--- src/rtl/dmem_arbiter.sv ---
// Two-port arbiter and sequencer for a single-port word memory with 1-cycle read latency.
// Adds sub-word loads with sign/zero extension, sub-word stores by read-modify-write, and misalignment errors.
module dmem_arbiter #(
    parameter int width = 32
) (
    input  logic             clk,
    input  logic             rst,
    input  logic             req0_valid,
    output logic             req0_ready,
    input  logic             req0_we,
    input  logic [1:0]       req0_size,
    input  logic             req0_uns,
    input  logic [width-1:0] req0_addr,
    input  logic [width-1:0] req0_wdata,
    input  logic             req1_valid,
    output logic             req1_ready,
    input  logic             req1_we,
    input  logic [1:0]       req1_size,
    input  logic             req1_uns,
    input  logic [width-1:0] req1_addr,
    input  logic [width-1:0] req1_wdata,
    output logic             rsp0_valid,
    output logic [width-1:0] rsp0_rdata,
    output logic             rsp0_err,
    output logic             rsp1_valid,
    output logic [width-1:0] rsp1_rdata,
    output logic             rsp1_err,
    output logic             mem_read,
    output logic             mem_write,
    output logic [width-1:0] mem_addr,
    output logic [width-1:0] mem_wdata,
    input  logic [width-1:0] mem_rdata,
    output logic [2:0]       dbg_state_o
);

    localparam logic [2:0] IDLE  = 3'd0;
    localparam logic [2:0] CMD   = 3'd1;
    localparam logic [2:0] LRESP = 3'd2;
    localparam logic [2:0] MERGE = 3'd3;
    localparam logic [2:0] ERR   = 3'd4;

    logic [2:0]       state_q, state_d;
    logic             rr_q;        // port favoured when both request
    logic             port_q, we_q, uns_q;
    logic [1:0]       size_q;
    logic [width-1:0] addr_q, wdata_q;

    logic             grant1, accept;
    logic             sel_we, sel_uns, sel_bad;
    logic [1:0]       sel_size;
    logic [width-1:0] sel_addr, sel_wdata;

    logic [4:0]       lane_sh;
    logic [width-1:0] shifted, load_ext, lane_mask, lane_ins, merged, word_addr;

    logic             rsp_v, rsp_e;
    logic [width-1:0] rsp_d;

    // Handshake: a request transfers on the rising edge where valid and ready are both high;
    // ready is only offered in IDLE and only to the winning port, and valid must hold until then.
    always_comb begin
        grant1    = (req0_valid && req1_valid) ? rr_q : req1_valid;
        accept    = (state_q == IDLE) && (req0_valid || req1_valid) && !rst;
        sel_we    = grant1 ? req1_we    : req0_we;
        sel_size  = grant1 ? req1_size  : req0_size;
        sel_uns   = grant1 ? req1_uns   : req0_uns;
        sel_addr  = grant1 ? req1_addr  : req0_addr;
        sel_wdata = grant1 ? req1_wdata : req0_wdata;
        sel_bad   = (sel_size == 2'b11)
                  || ((sel_size == 2'b01) && sel_addr[0])
                  || ((sel_size == 2'b10) && (sel_addr[1:0] != 2'b00));
    end

    always_comb begin
        state_d = state_q;
        case (state_q)
            IDLE:    if (accept) state_d = sel_bad ? ERR : CMD;
            CMD:     state_d = (we_q && size_q == 2'b10) ? IDLE : (we_q ? MERGE : LRESP);
            LRESP:   state_d = IDLE;
            MERGE:   state_d = IDLE;
            ERR:     state_d = IDLE;
            default: state_d = IDLE;
        endcase
    end

    always_ff @(posedge clk) begin
        if (rst) begin
            state_q <= IDLE;
            rr_q    <= 1'b0;
            port_q  <= 1'b0;
            we_q    <= 1'b0;
            size_q  <= 2'b00;
            uns_q   <= 1'b0;
            addr_q  <= '0;
            wdata_q <= '0;
        end else begin
            state_q <= state_d;
            if (accept) begin
                rr_q    <= ~grant1;
                port_q  <= grant1;
                we_q    <= sel_we;
                size_q  <= sel_size;
                uns_q   <= sel_uns;
                addr_q  <= sel_addr;
                wdata_q <= sel_wdata;
            end
        end
    end

    // Half accesses are known to be aligned here, so the byte shift also gives 16*addr[1].
    always_comb begin
        lane_sh   = {addr_q[1:0], 3'b000};
        word_addr = {addr_q[width-1:2], 2'b00};
        shifted   = mem_rdata >> lane_sh;
        case (size_q)
            2'b00:   load_ext = uns_q ? {{(width-8){1'b0}}, shifted[7:0]}
                                      : {{(width-8){shifted[7]}}, shifted[7:0]};
            2'b01:   load_ext = uns_q ? {{(width-16){1'b0}}, shifted[15:0]}
                                      : {{(width-16){shifted[15]}}, shifted[15:0]};
            default: load_ext = mem_rdata;
        endcase
        if (size_q == 2'b00) begin
            lane_mask = {{(width-8){1'b0}}, 8'hFF} << lane_sh;
            lane_ins  = {{(width-8){1'b0}}, wdata_q[7:0]} << lane_sh;
        end else begin
            lane_mask = {{(width-16){1'b0}}, 16'hFFFF} << lane_sh;
            lane_ins  = {{(width-16){1'b0}}, wdata_q[15:0]} << lane_sh;
        end
        merged = (mem_rdata & ~lane_mask) | (lane_ins & lane_mask);
    end

    // All outputs are forced low while reset is held so an aborted operation leaves no trace.
    always_comb begin
        req0_ready = 1'b0;
        req1_ready = 1'b0;
        rsp_v      = 1'b0;
        rsp_e      = 1'b0;
        rsp_d      = '0;
        mem_read   = 1'b0;
        mem_write  = 1'b0;
        mem_addr   = '0;
        mem_wdata  = '0;
        if (!rst) begin
            case (state_q)
                IDLE: begin
                    req0_ready = req0_valid && !grant1;
                    req1_ready = grant1;
                end
                CMD: begin
                    mem_addr = word_addr;
                    if (we_q && size_q == 2'b10) begin
                        mem_write = 1'b1;
                        mem_wdata = wdata_q;
                        rsp_v     = 1'b1;
                    end else begin
                        mem_read = 1'b1;
                    end
                end
                LRESP: begin
                    rsp_v = 1'b1;
                    rsp_d = load_ext;
                end
                MERGE: begin
                    mem_write = 1'b1;
                    mem_addr  = word_addr;
                    mem_wdata = merged;
                    rsp_v     = 1'b1;
                end
                ERR: begin
                    rsp_v = 1'b1;
                    rsp_e = 1'b1;
                end
                default: ;
            endcase
        end
    end

    assign rsp0_valid  = rsp_v && !port_q;
    assign rsp1_valid  = rsp_v && port_q;
    assign rsp0_err    = rsp_e && !port_q;
    assign rsp1_err    = rsp_e && port_q;
    assign rsp0_rdata  = port_q ? '0 : rsp_d;
    assign rsp1_rdata  = port_q ? rsp_d : '0;
    assign dbg_state_o = state_q;

endmodule

--- config.mk ---
export PLATFORM = sky130hd
export DESIGN_NAME = dmem_arbiter
export DESIGN_NICKNAME = d
export VERILOG_FILES = /design/src/rtl/dmem_arbiter.sv
export SDC_FILE = /design/constraint.sdc
export NUM_CORES = 1
export LEC_CHECK = 0
export BUFFER_PORTS_ARGS = -buffer_cell sky130_fd_sc_hd__buf_2
export CAP_MARGIN = 20
export CORE_MARGIN = 10
export CORE_UTILIZATION = 30
export DETAILED_ROUTE_END_ITERATION = 8
export PLACE_DENSITY = 0.57
export SYNTH_ARGS = -nofsm -noshare
export SYNTH_HDL_FRONTEND = slang
export SYNTH_SLANG_ARGS = --single-unit
--- constraint.sdc ---
create_clock -name clk -period 6.4 [get_ports clk]
set_input_delay 1.92 -clock clk [delete_from_list [all_inputs] [get_ports clk]]
set_output_delay 1.92 -clock clk [all_outputs]
set_load 0.02 [all_outputs]
After elaboration in Yosys (flattened, before gate mapping). Cells that the tools add are included.

$add $sub $neg: 0. $mul: 0. Div/mod/pow operators: 0. Order comparisons: 0. Eq/ne operators: 10. Shift operators: 5. Multiplexer cells: 39. Bitwise operators: 5. Reductions and logical operators: 22.

Operator list (count): 32-bit 2-to-1 mux (14); 32-bit one-hot mux with 2 select lines (2); 32-bit AND (2); 32-bit inverter (1); 32-bit OR (1); 16-bit by 5-bit left shift with 32-bit output (1); 16-bit by 5-bit left shift with 32-bit output, first input constant (1); 8-bit by 5-bit left shift with 32-bit output (1); 8-bit by 5-bit left shift with 32-bit output, first input constant (1); 32-bit by 5-bit >> shifter with 16-bit output (1); 1-bit 2-to-1 mux (16); 1-bit logical AND (11); 2-bit == test, second input constant (3); 3-bit by 2-bit == test with 1-bit output, second input constant (2); 3-bit 2-to-1 mux (2); 3-bit one-hot mux with 2 select lines (1); 2-bit by 1-bit == test with 1-bit output, second input constant (2); 2-bit 2-to-1 mux (2); 1-bit one-hot mux with 2 select lines (2); 3-bit by 1-bit == test with 1-bit output, second input constant (1); 3-bit == test, second input constant (1); 1-bit logical NOT (3); 3-bit logical NOT (1); 1-bit logical OR (3); other kinds (6) (6).

Register bits after elaboration: 73. Bits in latches: 0. RAM bits: 0. Bits in read-only memories: 0. Bits of input ports: 172. Output and inout port bits: 139. Word-level logic and storage cells: 89. Memories: 0.

Depth between registers and ports, before layout.
Depth after elaboration: 10. Mapped depth: 8. Mapped depth without buffers: 4.

Worst setup path before layout. Ideal clock, no wire load.

Kind: in2out. Start point: in mem_rdata[31]. End point: out rsp1_rdata[21]. Arrival time: 3.339 ns. Data required time: 4.480 ns. Setup slack: 1.141 ns. Cell stages on the path: 6. Path buffers: 2. Cell sequence: mux4_2 -> a21o_1 -> clkbuf_1 -> o21bai_2 -> buf_2 -> nor2_1.

Cells in the longest elaborated chain, start to end: 6. Elaborated cells on any way between the ends: 7. Classes of those cells: shift: 1; mux: 6.

Ends and longest elaborated chain: start, declared (line 32) `input logic [width-1:0] mem_rdata,`; 32-bit by 5-bit >> shifter with 16-bit output (*) (line 114) `shifted = mem_rdata >> lane_sh;`; 32-bit 2-to-1 mux, on equally long branches (line 118, 116); 32-bit one-hot mux with 2 select lines (*) (line 115) `case (size_q)`; 32-bit 2-to-1 mux (*) (line 144) `case (state_q)`; 32-bit 2-to-1 mux (*) (line 143) `if (!rst) begin`; 32-bit 2-to-1 mux (*) (line 183) `assign rsp1_rdata = port_q ? rsp_d : '0;`; end, declared (line 26) `output logic [width-1:0] rsp1_rdata,`.

Mark *: on every way between the ends. The rest lies on a longest branch, timed or not.

Worst setup path after layout.
Start point: in rst. End point: out rsp1_rdata[28].

Cells in the longest elaborated chain, start to end: 2.

Ends and longest elaborated chain: start, declared (line 7) `input logic rst,`; 32-bit 2-to-1 mux (line 143); 32-bit 2-to-1 mux (line 183).

Every way passes these cells.

==> flow_summary.toml <==
[status]
status = "completed"

[yosys]
synth_edf_count = 0
synthesis.instances = 626
ys_types = 51
yosysWarnings = 0
ys_seq_elements = 73
synth_top_cell_by_area = "dfxtp_1"
async_flop_share = 0
yosys_most_used_dff = "dfxtp_1"
seq_area_frac_synth = 0.301
synth_top_cell_area_share = 0.301
synthTopCellsByArea = "dfxtp_1, a222oi_1, nor2_1"
synth_area_mm2 = 0.00485
synth_area_per_cell_um2 = 7.75

[clock_tree]
clock_latency_ns = 0.33
clk_path_buf_depth = 2
cts_hold_buf = 0
cts_max_level = 3
post_cts_buffers = 0
cts_tree = "done"
cts_root_buf = "clkbuf_16"
clk_transition_reported_paths_ns = 0.06
ctsResizeCount = 0
clkSinkCount = 73
cts_buffers = 9

[global_route]
track_usage = 0.210
grt_start_max_net_pins = 66
grt_pass1_vias = 6043
grt_pass1_wl_mm = 36.5
antenna_found_initial = 1
grt-ovfl-total = 0

[sta]
setup-violations-final = 0
tightest_slew_ns = 0.969
maxSlewHeadroom = 0.353
finalHoldViolCount = 0
min_period_ns = 5.99
skew_ns = 0.00832
setup-tns-final_ns = 0
rsz0062_at_grt = "false"
period_share = 0.937
fmax_mhz = 167
slew_violations = 0

[floorplan]
initial_utilization = 0.305
io_pins = 311
fp.dieW_um = 147
rows = 46
dieArea_mm2 = 0.0217
core_region_area_mm2 = 0.0159
die_y_um = 147

[detailed_routing]
viasPerCell = 5.53
drcViolationCount = 0
drt_iter0_drc = 606
dr.pass1.iters = 9
ant_nets = 0
routed-via-count = 6151
wl_per_cell_um = 22.0
wirelength_mm = 24.5

[critical_path]
crit_slowest_cell = "nor4b_1"
critical_path.cell_chain = "buf_2, nor4b_1, nand2_1, o21bai_2, nor2_1, buf_2"
cp_slowest_stage_delay_ns = 0.55
critPathCaptureType = "output port"
reg2regPathDepth = 5
ff2ff_setup_slack_ns = 3.82
crit_fanout = 23
required_ns = 4.48
startpoint = "rst"
crit_type = "input pin to output port"
r2r_end = "addr_q[11]"
timing.critical_path.to = "rsp1_rdata[28]"
crit_top_cell = "buf_2"
start_kind = "input pin"
r2r-start = "dbg_state_o[0]"
cp.arrival_ns = 4.07

[min_path]
holdCritPathClass = "register to register"

[cells_and_area]
area_growth_pct = 39.4
nNetsFinal = 1063
final_cells = 1113
mostFrequentLayoutCell = "buf_2"
drive_above_1_share = 0.385
final_cell_mix = "buf_2, nor2_1, dfxtp_1"
final_area_mm2 = 0.00676
final_core_util = 0.426
fill_cells = 1643

[power]
p_per_area_mw_per_mm2 = 218
vdd_drop_max_v = 0.000154
total_power_uw = 1470
p_leak_uw = 0.00332

[placed_design]
routabilityCongestion = 0.929
dp_cells = 1096
dpl.hpwl_mm = 19.3
portBuffers = 308
postPlaceCellArea_mm2 = 0.00643

[job]
maxCapViolCount = 0
==> per-layer routing <==
layer / up-vias / GRT usage / share of wire
met5: - / 0 / 0
met4: 0 / 0.0610 / 0.020
met3: 25 / 0.0740 / 0.099
met2: 332 / 0.349 / 0.48
met1: 2893 / 0.249 / 0.40
li1: 2901 / - / -
==> synth_stat cells, types with 2 or more instances <==
cell         n
a21o_1       3
a21oi_1     11
a21oi_2      2
a222oi_1    64
a22o_1       6
a22oi_1      9
a311oi_1     4
and2_1      10
and3_1      30
buf_2        9
buf_4       13
buf_6        6
clkbuf_1    36
dfxtp_1     73
inv_1       10
mux2i_1     24
nand2_1     27
nand2b_1     8
nand3_1      4
nand3b_1     2
nor2_1     153
nor2b_1     11
nor3_1      19
o21a_1      10
o21ai_0     19
o221ai_1     8
o22ai_1     10
o2bb2ai_1   16
o32ai_1      7
==> cells by family (layout without fill, tap and decap cells) <==
kind of cell | after synthesis | after routing | share of synthesized area
AND/OR/NAND/NOR | 272 | 272 | 0.257
other | 1 | 3 | 0.000773
multiplexers | 26 | 26 | 0.0565
flip-flops | 73 | 73 | 0.301
buffers and inverters | 76 | 345 | 0.0805
AO/OA/AOI/OAI | 178 | 178 | 0.304
==> worst max-delay path: cells and delay by family <==
| kind | cells | cell delay [ns] |
|---|---|---|
| AOI/OAI and AO/OA | 1 | 0.51 |
| buffers and inverters | 2 | 0.41 |
| and+or+nand+nor | 3 | 1.22 |
==> sequential cells by signal, indices dropped and copies added (netlist names) <==
name and flops:
addr_q 32, wdata_q 32, dbg_state_o 3, size_q 2
port_q 1, rr_q 1, uns_q 1, we_q 1
==> per-stage QoR <==
stage / hold slack, ns / setup slack [ns]
2_1_floorplan: 0.459 / 1.14
3_3_place_gp: 0.476 / 0.488
3_5_place_dp: 0.483 / 0.426
4_1_cts: 0.499 / 0.394
5_1_grt: 0.504 / 0.0664
6_report: 0.493 / 0.405
==> layout make-up <==
class / count / area (um2) / area share
inverters: 11 / 41.3 / 0.00611
diodes: 1 / 2.50 / 0.000370
flip-flops and latches: 73 / 1460 / 0.216
clock buffers: 12 / 256 / 0.0379
well taps: 216 / 270 / 0.0400
repair buffers: 318 / 1640 / 0.242
multi-input cells: 478 / 3020 / 0.446
clock inverters: 4 / 75.1 / 0.0111
==> worst min-delay path by stage <==
stage | startpoint | endpoint | slack (ns) | depth (start not counted)
3_5_place_dp | addr_q[26] | addr_q[26] | 0.48 | 2
3_3_place_gp | addr_q[30] | addr_q[30] | 0.48 | 2
5_1_grt | addr_q[27] | addr_q[27] | 0.50 | 2
6_report | addr_q[26] | addr_q[26] | 0.49 | 2
4_1_cts | addr_q[26] | addr_q[26] | 0.50 | 2
2_1_floorplan | addr_q[17] | addr_q[17] | 0.46 | 2
==> power breakdown <==
group	total [uW]	internal [uW]	switching [uW]
Combinational	370	151	220
Clock	560	363	197
Sequential	543	493	50.3
Total	1470	1010	467
(Power assumes the default switching activity.)
